==> config.mk <==
export PLATFORM = sky130hd
export DESIGN_NAME = audio_step_sequencer
export DESIGN_NICKNAME = d
export VERILOG_FILES = /design/src/rtl/audio_seq_pkg.sv /design/src/rtl/step_counter_5.sv /design/src/rtl/audio_step_sequencer.sv
export SDC_FILE = /design/constraint.sdc
export NUM_CORES = 1
export LEC_CHECK = 0
export BUFFER_PORTS_ARGS = -buffer_cell sky130_fd_sc_hd__clkbuf_2
export CAP_MARGIN = 30
export CORE_ASPECT_RATIO = 0.7
export CORE_MARGIN = 2
export CORE_UTILIZATION = 26
export CTS_CLUSTER_DIAMETER = 200
export CTS_CLUSTER_SIZE = 40
export DETAILED_ROUTE_END_ITERATION = 8
export SYNTH_ARGS = -nofsm -noshare
export SYNTH_HDL_FRONTEND = slang
export SYNTH_SLANG_ARGS = --single-unit
==> constraint.sdc <==
create_clock -name clk -period 4.2 [get_ports clk]
set_input_delay 0.42 -clock clk [delete_from_list [all_inputs] [get_ports clk]]
set_output_delay 0.42 -clock clk [all_outputs]
set_load 0.01 [all_outputs]
==> src/rtl/audio_seq_pkg.sv <==
// Shared types for the audio step sequencer.
// FSM state encoding and step width.
package audio_seq_pkg;

  localparam int STEP_W = 5;

  typedef enum logic [1:0] {
    IDLE  = 2'b00,
    PLAY  = 2'b01,
    PAUSE = 2'b10,
    DONE  = 2'b11
  } seq_state_e;

endpackage

==> src/rtl/step_counter_5.sv <==
// Step index counter with synchronous clear and enable.
// Clear has priority over the increment.
module step_counter_5
  import audio_seq_pkg::*;
(
  input  logic              clk,
  input  logic              clr_n,
  input  logic              en,
  input  logic              sync_clr,
  output logic [STEP_W-1:0] cnt
);

  logic [STEP_W-1:0] cnt_q, cnt_d;

  always_comb begin
    cnt_d = cnt_q;
    if (sync_clr)
      cnt_d = '0;
    else if (en)
      cnt_d = cnt_q + 1'b1;
  end

  always_ff @(posedge clk or negedge clr_n) begin
    if (!clr_n)
      cnt_q <= '0;
    else
      cnt_q <= cnt_d;
  end

  assign cnt = cnt_q;

endmodule

==> src/rtl/audio_step_sequencer.sv <==
// Tempo-paced step sequencer for game sound playback.
// Prescaler and FSM here; the step index lives in step_counter_5.
module audio_step_sequencer
  import audio_seq_pkg::*;
#(
  parameter int unsigned TEMPO_DIV = 3125000,
  parameter int unsigned LAST_STEP = 31
) (
  input  logic              clk,
  input  logic              clr_n,
  input  logic              start,
  input  logic              stop,
  input  logic              pause,
  input  logic              loop_en,
  output logic              start_ack,
  output logic [STEP_W-1:0] step,
  output logic              step_tick,
  output logic              note_en,
  output logic              busy,
  output logic              done
);

  localparam int PW = $clog2(TEMPO_DIV);
  localparam logic [PW-1:0] PMAX = PW'(TEMPO_DIV - 1);
  localparam logic [STEP_W-1:0] LAST = STEP_W'(LAST_STEP);

  seq_state_e    state_q, state_d;
  logic [PW-1:0] pre_q, pre_d;
  logic          loop_q, loop_d;
  logic          ack_q, tick_q, note_q, busy_q, done_q;

  logic accept, active, tc, tick, last;
  logic cnt_en, cnt_clr;

  assign active = (state_q == PLAY) || (state_q == PAUSE);
  assign accept = start && !stop && !active;
  assign tc     = (pre_q == PMAX);
  assign tick   = (state_q == PLAY) && !stop && !pause && tc;
  assign last   = (step == LAST);

  assign cnt_en  = tick && !last;
  assign cnt_clr = accept || (active && stop) || (tick && last);

  always_comb begin
    state_d = state_q;
    pre_d   = pre_q;
    loop_d  = loop_q;
    unique case (state_q)
      IDLE, DONE: begin
        state_d = IDLE;
        if (accept) begin
          state_d = PLAY;
          pre_d   = '0;
          loop_d  = loop_en;
        end
      end
      PLAY: begin
        if (stop) begin
          state_d = IDLE;
          pre_d   = '0;
        end else if (pause) begin
          state_d = PAUSE;
        end else if (tc) begin
          pre_d = '0;
          if (last && !loop_q)
            state_d = DONE;
        end else begin
          pre_d = pre_q + 1'b1;
        end
      end
      PAUSE: begin
        if (stop) begin
          state_d = IDLE;
          pre_d   = '0;
        end else if (!pause) begin
          state_d = PLAY;
        end
      end
    endcase
  end

  always_ff @(posedge clk or negedge clr_n) begin
    if (!clr_n) begin
      state_q <= IDLE;
      pre_q   <= '0;
      loop_q  <= 1'b0;
      ack_q   <= 1'b0;
      tick_q  <= 1'b0;
      note_q  <= 1'b0;
      busy_q  <= 1'b0;
      done_q  <= 1'b0;
    end else begin
      state_q <= state_d;
      pre_q   <= pre_d;
      loop_q  <= loop_d;
      ack_q   <= accept;
      tick_q  <= tick;
      note_q  <= (state_d == PLAY);
      busy_q  <= (state_d == PLAY) || (state_d == PAUSE);
      done_q  <= (state_d == DONE);
    end
  end

  step_counter_5 u_cnt (
    .clk      (clk),
    .clr_n    (clr_n),
    .en       (cnt_en),
    .sync_clr (cnt_clr),
    .cnt      (step)
  );

  assign start_ack = ack_q;
  assign step_tick = tick_q;
  assign note_en   = note_q;
  assign busy      = busy_q;
  assign done      = done_q;

endmodule

-- Yosys cells after proc, flatten, opt, wreduce, memory -nomap -nowiden
Cells that the tools add are included.
- equal/unequal tests: 11
- $add $sub $neg: 2
- reduce and logical (&&, ||, !) cells: 23
- mux-type cells: 16
- operators by type and width (operator ; count):
    22-bit 2-to-1 mux ; 5
    22-bit case mux with 3 select lines ; 1
    22-bit by 1-bit adder with 22-bit output (second input constant) ; 1
    22-bit equality test (second input constant) ; 1
    2-bit 2-to-1 mux ; 6
    5-bit 2-to-1 mux ; 2
    1-bit logical AND ; 9
    2-bit equality test (second input constant) ; 4
    2-bit case mux with 3 select lines ; 1
    5-bit by 1-bit adder with 5-bit output (second input constant) ; 1
    5-bit equality test (second input constant) ; 1
    1-bit logical NOT ; 5
    2-bit by 1-bit equality test with 1-bit output (second input constant) ; 2
    1-bit logical OR ; 4
    2-bit inequality test (second input constant) ; 2
    3-bit inequality test (second input constant) ; 1
    3-bit AND reduction ; 1
    2-bit logical NOT ; 1
    2-bit AND reduction ; 1
    2-bit nonzero test ; 1
    2-bit OR reduction ; 1
    1-bit 2-to-1 mux ; 1
- bits in registers: 35
- input port bits: 6
- output and inout port bits: 10

-- Depth between registers and ports, before layout
- depth in word-level cells: 9
- depth in mapped cells: 8
- mapped depth without buffers: 8

-- Cells and area by module
Synthesis repeated with hierarchy kept, for this count alone.
- cells, all modules: 225
- area, all modules: 2029.4 um^2
- by module, submodules not included (module ; cells each ; instances ; area an instance (um^2) ; seq. area each (um^2)):
    audio_step_sequencer ; 203 ; 1 ; 1776.7 ; 750.7
    step_counter_5 ; 22 ; 1 ; 252.7 ; 125.1

-- Worst setup path before layout
No wires, ideal clock.
- path kind: register -> register
- from: register pre_q[6]
- to: register busy_q, in the netlist busy
- cell stages (with the launch flop): 8
- period minus slack after synthesis: 2.210 ns
- slack: 1.990 ns
- arrival: 2.147 ns
- required time: 4.137 ns
- path buffers: 0
- cell sequence: dfrtp_1 > or4b_4 > nor3b_4 > nand4b_1 > a2111oi_0 > or2_1 > ha_1 > inv_1
- cells in the longest elaborated chain, start to end: 7
- ends and longest elaborated chain (what ; line ; text):
    start: declaration ; audio_step_sequencer.sv:28 ; logic [PW-1:0] pre_q, pre_d;
    start signal: assignment ; audio_step_sequencer.sv:94 ; pre_q <= pre_d;
    22-bit equality test * ; audio_step_sequencer.sv:37 ; assign tc = (pre_q == PMAX);
    2-bit 2-to-1 mux * ; audio_step_sequencer.sv:63 ; end else if (tc) begin
    2-bit 2-to-1 mux * ; audio_step_sequencer.sv:61 ; end else if (pause) begin
    2-bit 2-to-1 mux * ; audio_step_sequencer.sv:58 ; if (stop) begin
    2-bit case mux with 3 select lines * ; audio_step_sequencer.sv:48 ; unique case (state_q)
    named net state_d[0] ; audio_step_sequencer.sv:27 ; seq_state_e state_q, state_d;
    2-bit by 1-bit equality test with 1-bit output / 2-bit equality test (equally long branches) ; audio_step_sequencer.sv:99 ; busy_q <= (state_d == PLAY) || (state_d == PAUSE);
    1-bit logical OR * ; audio_step_sequencer.sv:99 ;
    end signal: assignment ; audio_step_sequencer.sv:99 ;
    end: declaration ; audio_step_sequencer.sv:30 ; logic ack_q, tick_q, note_q, busy_q, done_q;
The timed path passes the listed nets; every way through them passes the cells marked *.
A chain may end at the register's enable or synchronous reset.

-- Worst setup path after layout
Same ends and word-level chain as after synthesis.

==> metrics.log <==
[metrics] clock insertion delay at the later pin of the skew report: 0.29 ns
[metrics] maximum number of pins on one net before global-route repair: 36
[metrics] number of gates on the worst path with buffers counted: 7
[metrics] layout cell share with drive strength beyond 1: 0.143
[metrics] initial core utilization: 0.274
[metrics] total design power: 0.738 mW
[metrics] via-per-instance ratio: between 4 and 5
[metrics] status: finished clean
[metrics] arrival time at the worst endpoint: 2.77 ns
[metrics] synthesized netlist net count: between 200 and 250
[metrics] grt total ovfl: 0
[metrics] number of resized instances in the post-cts repair step: 0
[metrics] Clock H-tree levels: 2
[metrics] normalized max-slew margin: 0.317
[metrics] upper clock frequency limit: between 300 and 400 MHz
[metrics] Root Driver: clkbuf_8
[metrics] Critical Path RT: 4.44 ns
[metrics] number of global-route vias before repair: around 1.6k
[metrics] sequential share of power: 0.478
[metrics] VDD IR max: between 0.0001 and 0.00015 V
[metrics] fraction of power consumed by combinational cells: 0.093
[metrics] boundary pin count: 16
[metrics] placeable core region: 7450 um2
[metrics] synthesized area per cell: 8.94 um2
[metrics] worst flop-to-flop path endpoint: busy
[metrics] capturing element type of the critical path: register
[metrics] floorplan die height: about 80 um
[metrics] power dissipated by switching net loads: roughly 0.18 mW
[metrics] Reg clk slew, reported paths: 0.08 ns
[metrics] Worst Skew: 0.0116 ns
[metrics] cell class contributing the biggest share of worst-path delay: simple AND/OR/NAND/NOR gates
[metrics] total CTS buffers: 5
[metrics] classification of the worst setup path: reg -> reg
[metrics] sequential-to-total area share from yosys stat: 0.430
[metrics] synthesis-to-layout area growth: 15.2%
[metrics] number of pins with negative max-slew slack in the final report: 0
[metrics] Largest Register: pre_q
[metrics] Total Wirelength: 4650 um
[metrics] Net Sw Frac: 0.237
[metrics] measured slew at the worst slew-check pin: just over 1 ns
[metrics] hold violation total from the final report: 0
[metrics] Num Clock Sinks: 35
[metrics] number of violations reported at the end of detailed-routing iteration 0: 75
[metrics] placed standard-cell area: 2200 um2
[metrics] Routed wire per std cell: 13.6 um
[metrics] Bufs and invs on worst path: 1
[metrics] post-DP HPWL: 3310 um
[metrics] FF-to-FF setup slack: 1.66 ns
[metrics] initial antenna violation count: 0
[metrics] final routed DRC violation total: 0
[metrics] area of the mapped netlist: between 2000 and 2500 um2
[metrics] critical path fanouts, max: 7
[metrics] hold bufs inserted after CTS: 0
[metrics] number of nets in the layout: 256
[metrics] setup repair after global routing missed its margin: no
[metrics] number of warnings printed during yosys synthesis: 0
[metrics] end of the critical path: busy
[metrics] startpoint of the most critical setup path: pre_q[6]
[metrics] number of endpoints failing setup at the final stage: 0
[metrics] Die ar.: between 8000 and 9000 um2
[metrics] first-pass GRT wire length: 8050 um
[metrics] crit path cell chain: or4b_4, nor3b_4, nand4b_1, a2111oi_0, or2_1, ha_1, inv_1
[metrics] setup TNS: 0 ns
[metrics] most common library cell in the layout ignoring fill and taps: dfrtp_1
[metrics] FF+latch count, synth: 35
[metrics] Buffers on Ports: 15
[metrics] Power Density: around 310 nW/um2
[metrics] number of fill cells in the layout: 762
[metrics] Setup Fix Bufs, Post-CTS: 0
[metrics] iteration count of the initial detailed-routing pass: 4
[metrics] Period minus WS final: 2.54 ns
[metrics] Final Instance Area: 2350 um2
[metrics] commonest cells after routing, fill and taps aside: dfrtp_1, nand2_1, nor2_1, nand3_1, clkbuf_2
[metrics] total number of placement rows: 26
[metrics] Total Routing Usage GR: 0.118
[metrics] count of unique library cells instantiated by Yosys: 46
[metrics] post-route fraction of the period consumed by the critical path: 0.604
[metrics] antenna-violating nets left: 0
[metrics] static leakage: 1.09 nW
[metrics] Die W: 110 um
[metrics] startpoint class of the critical path: register
[metrics] worst-case clock buffer depth: 2
[metrics] Gate Count Post-Synth: 228
[metrics] number of antenna cells inserted: 0
[metrics] max_cap viols: 0
[metrics] clock tree from TritonCTS: built
[metrics] post-layout util: 0.315
[metrics] overall via count from detail_route: roughly 1.7k
[metrics] number of cells on the worst reg-to-reg path: 7
[metrics] highest-delay cell along the critical path: or4b_4
[metrics] RePlAce Congestion: 0.794
[metrics] worst min path class: in -> async
[metrics] cell internal pwr: 0.563 mW
[metrics] number of flip-flops in the largest register: 22
[metrics] stage delay of the slowest cell on the critical path: 0.60 ns
[metrics] clock power share: 0.429
[metrics] Worst R2R Start: pre_q[6]
==> how the worst min path moves through the flow <==
| stage | slack (ns) | to |
|---|---|---|
| final | 0.08 | u_cnt.cnt[4] |
| after global routing | 0.11 | u_cnt.cnt[4] |
| after CTS | 0.29 | u_cnt.cnt[4] |
| after detailed placement | 0.49 | loop_q |
| after global placement | 0.50 | loop_q |
| after floorplan | 0.12 | busy |
==> area by class of cell <==
class                           count  area [um2]  area share
Clock buffer                        6        82.6      0.0352
Timing Repair Buffer               17         110      0.0469
Inverter                           14        52.6      0.0224
Clock inverter                      2        35.0      0.0149
Tap cell                           98         123      0.0522
Multi-Input combinational cell    170        1070       0.456
Sequential cell                    35         876       0.373
==> synthesized netlist by cell type (all sizes together) <==
master | n | share of area
nand2b | 2 | 0.0061
a21oi | 10 | 0.026
a221o | 3 | 0.015
nor4b | 2 | 0.012
a211oi | 1 | 0.0037
clkbuf | 6 | 0.011
dfrtp | 35 | 0.43
a2111o | 1 | 0.0055
nand4 | 6 | 0.025
nor2 | 24 | 0.044
nor4 | 2 | 0.0061
or4b | 1 | 0.0068
a22o | 8 | 0.034
nand4b | 1 | 0.0043
o2bb2ai | 3 | 0.013
or2 | 2 | 0.0061
and4b | 1 | 0.0049
o211ai | 3 | 0.011
o41ai | 2 | 0.0086
nand2 | 29 | 0.053
and2 | 1 | 0.0043
or4 | 1 | 0.0037
ha | 7 | 0.043
a31oi | 3 | 0.0092
mux2i | 1 | 0.0049
nand3b | 3 | 0.011
a2111oi | 1 | 0.0043
buf | 3 | 0.012
a211o | 1 | 0.0043
a21o | 7 | 0.026
o22ai | 1 | 0.0031
a32o | 1 | 0.0049
and3 | 6 | 0.018
inv | 14 | 0.026
nor3b | 1 | 0.0092
or3 | 2 | 0.0061
mux2 | 1 | 0.0055
nand3 | 18 | 0.044
o21ai | 7 | 0.017
nor3 | 7 | 0.017
==> logic make-up after synthesis <==
kind of cell    share of synthesized area
simple gates                        0.282
mux                                0.0104
buf+inv                            0.0485
flops                               0.430
fa+ha+maj                          0.0430
compound gates                      0.186
==> through the flow <==
| stage | setup slack [ns] | std cells | hold slack (ns) |
|---|---|---|---|
| floorplan | 1.99 | 228 | 0.124 |
| global placement | 1.78 | 333 | 0.495 |
| detailed placement | 1.70 | 333 | 0.492 |
| CTS | 1.66 | 341 | 0.294 |
| global route | 1.40 | 342 | 0.111 |
| finish | 1.66 | 342 | 0.0797 |
==> routing by layer <==
metal,track usage,wire length (um),up-vias,part of all wire
li1,-,-,858,-
met1,0.185,2590,805,0.56
met2,0.163,1800,37,0.39
met3,0.0299,229,4,0.049
met4,0.0228,24,0,0.0052
met5,0,0,-,0
==> power groups by stage <==
stage	Combinational, mW	Clock (mW)	Sequential (mW)
6_report	0.0687	0.317	0.353
4_1_cts	0.0670	0.325	0.353
5_1_grt	0.0786	0.343	0.354
3_3_place_gp	0.0654	0	0.360
2_1_floorplan	0.0385	0	0.361
3_5_place_dp	0.0667	0	0.360
==> worst register-to-register path: stages (launching register included) <==
cell	delay [ns]
dfrtp_1	0.44
or4b_4	0.60
nor3b_4	0.27
nand4b_1	0.17
a2111oi_0	0.49
or2_1	0.21
ha_1	0.25
inv_1	0.05
(Power assumes the default switching activity.)
